==> src/rtl/bin_to_ascii_dec.sv <==
// Binary to right-justified ASCII decimal converter using a serial double-dabble (shift-and-add-3) core.
// Optional macro BIN2ASCII_SIGNED_EN: treat bin_in as two's complement and emit a '-' sign.
module bin_to_ascii_dec #(
  parameter int unsigned WIDTH     = 32,
  parameter int unsigned OUT_CHARS = 16
) (
  input  logic                   clk,
  input  logic                   rst,
  input  logic                   in_valid,
  output logic                   in_ready,
  input  logic [WIDTH-1:0]       bin_in,
  input  logic                   blank_lz,
  output logic                   out_valid,
  input  logic                   out_ready,
  output logic [8*OUT_CHARS-1:0] ascii_out
);

  localparam int unsigned ND = (WIDTH * 77) / 256 + 1;
  localparam int unsigned BW = 4 * ND;
  localparam int unsigned CW = $clog2(WIDTH + 1);
  localparam int unsigned PW = 4 * OUT_CHARS;

  typedef enum logic [1:0] {IDLE, SHIFT, DONE} state_t;

  state_t                 state_q, state_d;
  logic [WIDTH-1:0]       opnd_q, opnd_d;
  logic [WIDTH-1:0]       mag_c;
  logic [BW-1:0]          bcd_q, bcd_d;
  logic [BW-1:0]          adj_c, bcd_shift_c;
  logic [CW-1:0]          cnt_q, cnt_d;
  logic                   blank_q, blank_d;
  logic [8*OUT_CHARS-1:0] ascii_d, fmt_c;
  logic [PW-1:0]          dig_c;
  int                     msd_c;

`ifdef BIN2ASCII_SIGNED_EN
  logic neg_q, neg_d, sign_c;
  assign sign_c = bin_in[WIDTH-1];
  // Magnitude of the most negative value wraps to 2^(WIDTH-1), which is still correct unsigned.
  assign mag_c  = sign_c ? (~bin_in) + WIDTH'(1) : bin_in;
`else
  assign mag_c  = bin_in;
`endif

  // Add-3 correction on every nibble >= 5, ahead of the shift.
  always_comb begin
    adj_c = bcd_q;
    for (int i = 0; i < ND; i++) begin
      if (bcd_q[4*i +: 4] >= 4'd5) adj_c[4*i +: 4] = bcd_q[4*i +: 4] + 4'd3;
    end
  end

  assign bcd_shift_c = BW'({adj_c, opnd_q[WIDTH-1]});

  // Format the post-shift BCD value so the final result lands on the DONE edge.
  always_comb begin
    dig_c = PW'(bcd_shift_c);
    msd_c = 0;
    for (int i = 1; i < ND; i++) begin
      if (dig_c[4*i +: 4] != 4'd0) msd_c = i;
    end
    fmt_c = '0;
    for (int i = 0; i < OUT_CHARS; i++) begin
      if (blank_q && (i > msd_c)) fmt_c[8*i +: 8] = 8'h20;
      else                        fmt_c[8*i +: 8] = 8'h30 + 8'(dig_c[4*i +: 4]);
    end
`ifdef BIN2ASCII_SIGNED_EN
    if (neg_q) begin
      if (blank_q) fmt_c[8*(msd_c+1) +: 8]     = 8'h2D;
      else         fmt_c[8*(OUT_CHARS-1) +: 8] = 8'h2D;
    end
`endif
  end

  // Next-state and datapath update.
  always_comb begin
    state_d = state_q;
    opnd_d  = opnd_q;
    bcd_d   = bcd_q;
    cnt_d   = cnt_q;
    blank_d = blank_q;
    ascii_d = ascii_out;
`ifdef BIN2ASCII_SIGNED_EN
    neg_d   = neg_q;
`endif
    case (state_q)
      IDLE: begin
        if (in_ready && in_valid) begin
          opnd_d  = mag_c;
          blank_d = blank_lz;
          bcd_d   = '0;
          cnt_d   = CW'(WIDTH);
`ifdef BIN2ASCII_SIGNED_EN
          neg_d   = sign_c;
`endif
          state_d = SHIFT;
        end
      end
      SHIFT: begin
        opnd_d = opnd_q << 1;
        bcd_d  = bcd_shift_c;
        cnt_d  = cnt_q - CW'(1);
        if (cnt_q == CW'(1)) begin
          ascii_d = fmt_c;
          state_d = DONE;
        end
      end
      DONE: begin
        if (out_valid && out_ready) state_d = IDLE;
      end
      default: state_d = IDLE;
    endcase
  end

  always_ff @(posedge clk) begin
    if (rst) begin
      state_q   <= IDLE;
      opnd_q    <= '0;
      bcd_q     <= '0;
      cnt_q     <= '0;
      blank_q   <= 1'b0;
      ascii_out <= {OUT_CHARS{8'h30}};
      in_ready  <= 1'b0;
      out_valid <= 1'b0;
`ifdef BIN2ASCII_SIGNED_EN
      neg_q     <= 1'b0;
`endif
    end else begin
      state_q   <= state_d;
      opnd_q    <= opnd_d;
      bcd_q     <= bcd_d;
      cnt_q     <= cnt_d;
      blank_q   <= blank_d;
      ascii_out <= ascii_d;
      in_ready  <= (state_d == IDLE);
      out_valid <= (state_d == DONE);
`ifdef BIN2ASCII_SIGNED_EN
      neg_q     <= neg_d;
`endif
    end
  end

endmodule

==> config.mk <==
export PLATFORM = sky130hd
export DESIGN_NAME = bin_to_ascii_dec
export DESIGN_NICKNAME = d
export VERILOG_FILES = /design/src/rtl/bin_to_ascii_dec.sv
export SDC_FILE = /design/constraint.sdc
export NUM_CORES = 1
export LEC_CHECK = 0
export CAP_MARGIN = 5
export CORE_UTILIZATION = 57
export DETAILED_ROUTE_END_ITERATION = 8
export DONT_BUFFER_PORTS = 1
export PLACE_DENSITY = 0.8
export SLEW_MARGIN = 20
export SYNTH_ARGS = -nofsm -noshare
export SYNTH_HDL_FRONTEND = slang
export SYNTH_SLANG_ARGS = --single-unit
==> constraint.sdc <==
create_clock -name clk -period 2.4 [get_ports clk]
set_input_delay 0.72 -clock clk [delete_from_list [all_inputs] [get_ports clk]]
set_output_delay 0.72 -clock clk [all_outputs]
set_load 0.005 [all_outputs]
==> impl_summary.txt <==
----------------------------------------------------
[STA]
  Worst path setup slack after routing ... -0.0324 ns
  Post-route fraction of the period consumed by the critical path ... 101%
  Final number of setup-violating endpoints ... 2
  Final-layout worst hold slack ... 0.386 ns
  RSZ-0062 raised after global routing ... yes
  Maximum clock skew at final layout ... 0.0225 ns
  Final-report max-slew violation count ... 0
  Fin. Hold Viols ... 0
  Final min period ... 2.43 ns
  Highest clock rate ... 411 MHz

[Logic synthesis]
  Post-synthesis sequential area ratio ... 40.8%
  Area share of the largest cell type after synthesis ... 40.8%
  Count of warnings emitted by yosys ... 0
  Mean post-synth cell area ... 8.47 um^2
  Top cells by area in the synthesized netlist ... sky130_fd_sc_hd__dfxtp_1 (41%), sky130_fd_sc_hd__buf_4 (8.0%), sky130_fd_sc_hd__nor2_1 (6.1%), sky130_fd_sc_hd__a21oi_1 (4.5%), sky130_fd_sc_hd__a222oi_1 (4.5%)
  Number of enable-type register cells in the synthesized netlist ... 0
  List of most frequent post-synthesis cells ... sky130_fd_sc_hd__dfxtp_1 (139), sky130_fd_sc_hd__nor2_1 (111), sky130_fd_sc_hd__buf_4 (73), sky130_fd_sc_hd__nand2_1 (72), sky130_fd_sc_hd__a21oi_1 (62)
  Yosys reg bits ... 139
  Most area-hungry cell type in the Yosys netlist ... sky130_fd_sc_hd__dfxtp_1
  Number of instances in the synthesized netlist ... 806
  Number of distinct library cell variants in the gate-level netlist after synthesis ... 57
  Most used flip-flop cell after synthesis ... sky130_fd_sc_hd__dfxtp_1
  Proportion of register bits with asynchronous set or reset after synthesis ... 0%
  Most frequent cell after synthesis ... sky130_fd_sc_hd__dfxtp_1
  Post-synthesis instance area ... 0.00683 mm^2

[Floorplanning]
  Die extent in y ... 111 um
  Starting utilization of the core area ... 59.0%
  Row cnt ... 39
  Boundary pin count ... 167
  Die outline area ... 0.0124 mm^2
  Die span in x ... 111 um
  Area of the core ... 0.0116 mm^2

[Setup path]
  Worst-path cell chain ... inv_4 > ha_4 > nand2b_4 > a21oi_4 > mux2i_4 > nor4b_4 > buf_4 > nand4_1 > nor4_1 > a31oi_1
  Delay of the slowest critical-path stage ... 0.36 ns
  Required time worst endpoint ... 2.71 ns
  R2r setup slk ... -0.03 ns
  Endpoint of the most critical register-to-register path ... ascii_out[12]
  Slowest cell on the critical path ... sky130_fd_sc_hd__dfxtp_2
  Setup CP Type ... reg -> reg
  Category of the worst setup path launch point ... register
  Arr. time, crit path ... 2.74 ns
  Worst R2R Path Depth ... 10
  Reg-to-reg startpoint ... bcd_q[33]
  Top Family by Delay on Critical Path ... simple AND/OR/NAND/NOR gates
  Worst path bufs/invs ... 2
  Crit Path Max Fanout ... 3
  Kind of capture point of the worst setup path ... register

[Global route]
  Vias in the first global route ... 5539
  Global routing usage summed across all routing layers ... 25.8%
  Maximum number of pins on one net before global-route repair ... 140
  First-pass GRT wire length ... 26000 um
  Antenna violations before repair ... 0
  Total overflow reported by the global router ... 0

[CTS]
  Clock latency on the worst-skew pair ... 0.43 ns
  Max Buffers Root-to-Sink ... 2
  Clock Pin Slew Worst Setup and Hold Paths ... 0.06 ns
  Hold buffer count at CTS ... 0
  Clock tree from TritonCTS ... done
  Inserted Clock Buffers ... 17
  Clock Sinks ... 139
  Buffer type at the clock tree root ... sky130_fd_sc_hd__clkbuf_16
  Deepest level of the CTS H-tree ... 4

[Power and ir drop]
  Clock power share ... 50.1%
  Logic gate share of total power ... 5.5%
  Power density over the cells ... 681 mW/mm^2
  Standby leakage power ... 3.08 nW
  P_int ... 4.23 mW
  Peak ir drop on the vdd network ... 0.558 mV
  Flop pwr share ... 44.4%
  Net switching power figure ... 1.18 mW
  Switching Fraction ... 21.9%

[Route]
  Vias after detailed routing ... 5879
  DRC violation count after routing ... 13
  Wire length on met3 ... 1390 um
  Metal2 WL ... 8650 um
  Number of nets still failing antenna checks after routing ... 0
  Iter 0 DRT Violations ... 680
  Detailed-routing iteration count for the pre-antenna-repair pass ... 9
  Met1 wire length ... 6490 um
  Wirelength per Cell ... 17.4 um
  Number of vias per cell after detailed routing ... 5.99
  Highest metal layer used by the detailed router ... met4
  Total wire length ... 17000 um

[Placed design]
  Weighted congestion at the end of routability-driven global placement ... 0.857
  Post-detailed-placement cell area ... 0.00679 mm^2
  Hpwl dp ... 10200 um
  Port bufs ... 0

[Run]
  Max Cap Violations ... 0

[Layout]
  Nets ... 886
  Layout overhead on the synthesized area ... 16.3%
  Final Core Density ... 68.7%
  Area of the multi-input gates ... 0.00384 mm^2
  Layout cell share with drive strength beyond 1 ... 20.3%
  FILL cells ... 855
  Diode insertion count for antenna repair ... 0
  Design area ... 0.00794 mm^2
  Storage cell area ... 0.00282 mm^2

[Hold path]
  Hold_sp ... rst
  Type of the worst min-delay path ... in -> reg
  Cell depth of the worst hold path ... 1
  Worst-case hold path end point ... ascii_out[17]

[Status]
  Failing checks ... DRC, setup timing
  Result of the run ... finished with violations

----------------------------------------------------
## state kept, by name, indices dropped and copies added (netlist names)
register   count
in_ready       1
opnd_q        32
state_q        2
ascii_out     56
out_valid      1
blank_q        1
cnt_q          6
bcd_q         40
## placed cells by master, fill, tap and decap left out, types with 5 or more instances in the layout
| master | instances |
|---|---|
| sky130_fd_sc_hd__nand3_1 | 10 |
| sky130_fd_sc_hd__dfxtp_4 | 6 |
| sky130_fd_sc_hd__conb_1 | 72 |
| sky130_fd_sc_hd__xnor2_1 | 9 |
| sky130_fd_sc_hd__clkbuf_16 | 17 |
| sky130_fd_sc_hd__dfxtp_2 | 11 |
| sky130_fd_sc_hd__a211oi_1 | 14 |
| sky130_fd_sc_hd__nand2b_1 | 14 |
| sky130_fd_sc_hd__a21oi_1 | 56 |
| sky130_fd_sc_hd__o21ai_1 | 5 |
| sky130_fd_sc_hd__buf_4 | 48 |
| sky130_fd_sc_hd__nor3b_1 | 8 |
| sky130_fd_sc_hd__a22oi_1 | 28 |
| sky130_fd_sc_hd__inv_4 | 5 |
| sky130_fd_sc_hd__inv_2 | 5 |
| sky130_fd_sc_hd__inv_1 | 16 |
| sky130_fd_sc_hd__nor3_1 | 15 |
| sky130_fd_sc_hd__ha_4 | 6 |
| sky130_fd_sc_hd__nand2_1 | 72 |
| sky130_fd_sc_hd__dfxtp_1 | 122 |
| sky130_fd_sc_hd__mux2i_1 | 9 |
| sky130_fd_sc_hd__ha_1 | 12 |
| sky130_fd_sc_hd__nor2_1 | 110 |
| sky130_fd_sc_hd__nand2b_4 | 6 |
| sky130_fd_sc_hd__a222oi_1 | 31 |
| sky130_fd_sc_hd__o21ai_0 | 22 |
| sky130_fd_sc_hd__o211ai_1 | 5 |
## metrics by stage
stage | setup slack (ns) | std cells | TNS, ns | power, mW
floorplan | 0.144 | 876 | 0 | 2.79
global placement | 0.0409 | 930 | 0 | 2.73
detailed placement | -0.155 | 930 | -1.33 | 2.75
CTS | 0.000329 | 970 | 0 | 5.43
global route | -0.122 | 981 | -0.637 | 5.57
finish | -0.0324 | 981 | -0.0415 | 5.41
## logic make-up after synthesis
| family | share of synthesized area, % |
|---|---|
| simple gates | 19.4 |
| compound gates | 20.2 |
| buf+inv | 12.1 |
| flops | 40.8 |
| fa+ha+maj | 4.03 |
| mux | 2.20 |
| xor+xnor | 1.28 |
| other cells | 0.110 |
## per-layer routing
layer / GRT usage [%] / vias up
met2: 42.7 / 287
met1: 29.7 / 2799
met3: 9.04 / 53
met5: 0 / -
met4: 12.9 / 0
li1: - / 2740
## worst max-delay path by stage
stage	from	end	slack (ns)	cells after the start
2_1_floorplan	bcd_q[28]	ascii_out[25]	0.14	10
3_5_place_dp	bcd_q[33]	ascii_out[25]	-0.16	9
5_1_grt	bcd_q[33]	ascii_out[12]	-0.12	10
6_report	bcd_q[33]	ascii_out[12]	-0.03	10
4_1_cts	bcd_q[24]	ascii_out[25]	0.0003	9
3_3_place_gp	bcd_q[33]	ascii_out[27]	0.04	9
## what timing repair did
action	in CTS	in global routing
pin swaps	8	28
resized for setup	15	89
setup endpoints to repair	15	19
buffers inserted	10	11
## area by class of cell
class | count | area share [%]
Multi-Input combinational cell | 593 | 48.3
Sequential cell | 139 | 35.5
Timing Repair Buffer | 50 | 4.93
Inverter | 26 | 1.39
Clock inverter | 8 | 1.80
Clock buffer | 22 | 5.84
Tap cell | 143 | 2.25
## power groups by stage
stage | logic [mW] | registers [mW] | clock network [mW]
floorplan | 0.345 | 2.44 | 0
global placement | 0.280 | 2.45 | 0
detailed placement | 0.292 | 2.46 | 0
CTS | 0.293 | 2.41 | 2.73
global route | 0.333 | 2.41 | 2.83
finish | 0.298 | 2.40 | 2.71
## worst register-to-register path, stage by stage, from the launching register on
cell                       delay, ns
sky130_fd_sc_hd__dfxtp_2        0.36
sky130_fd_sc_hd__inv_4          0.07
sky130_fd_sc_hd__ha_4           0.17
sky130_fd_sc_hd__nand2b_4       0.16
sky130_fd_sc_hd__a21oi_4        0.24
sky130_fd_sc_hd__mux2i_4        0.11
sky130_fd_sc_hd__nor4b_4        0.33
sky130_fd_sc_hd__buf_4          0.19
sky130_fd_sc_hd__nand4_1        0.24
sky130_fd_sc_hd__nor4_1         0.33
sky130_fd_sc_hd__a31oi_1        0.13
Note: power is estimated with default switching activity, not from simulation.
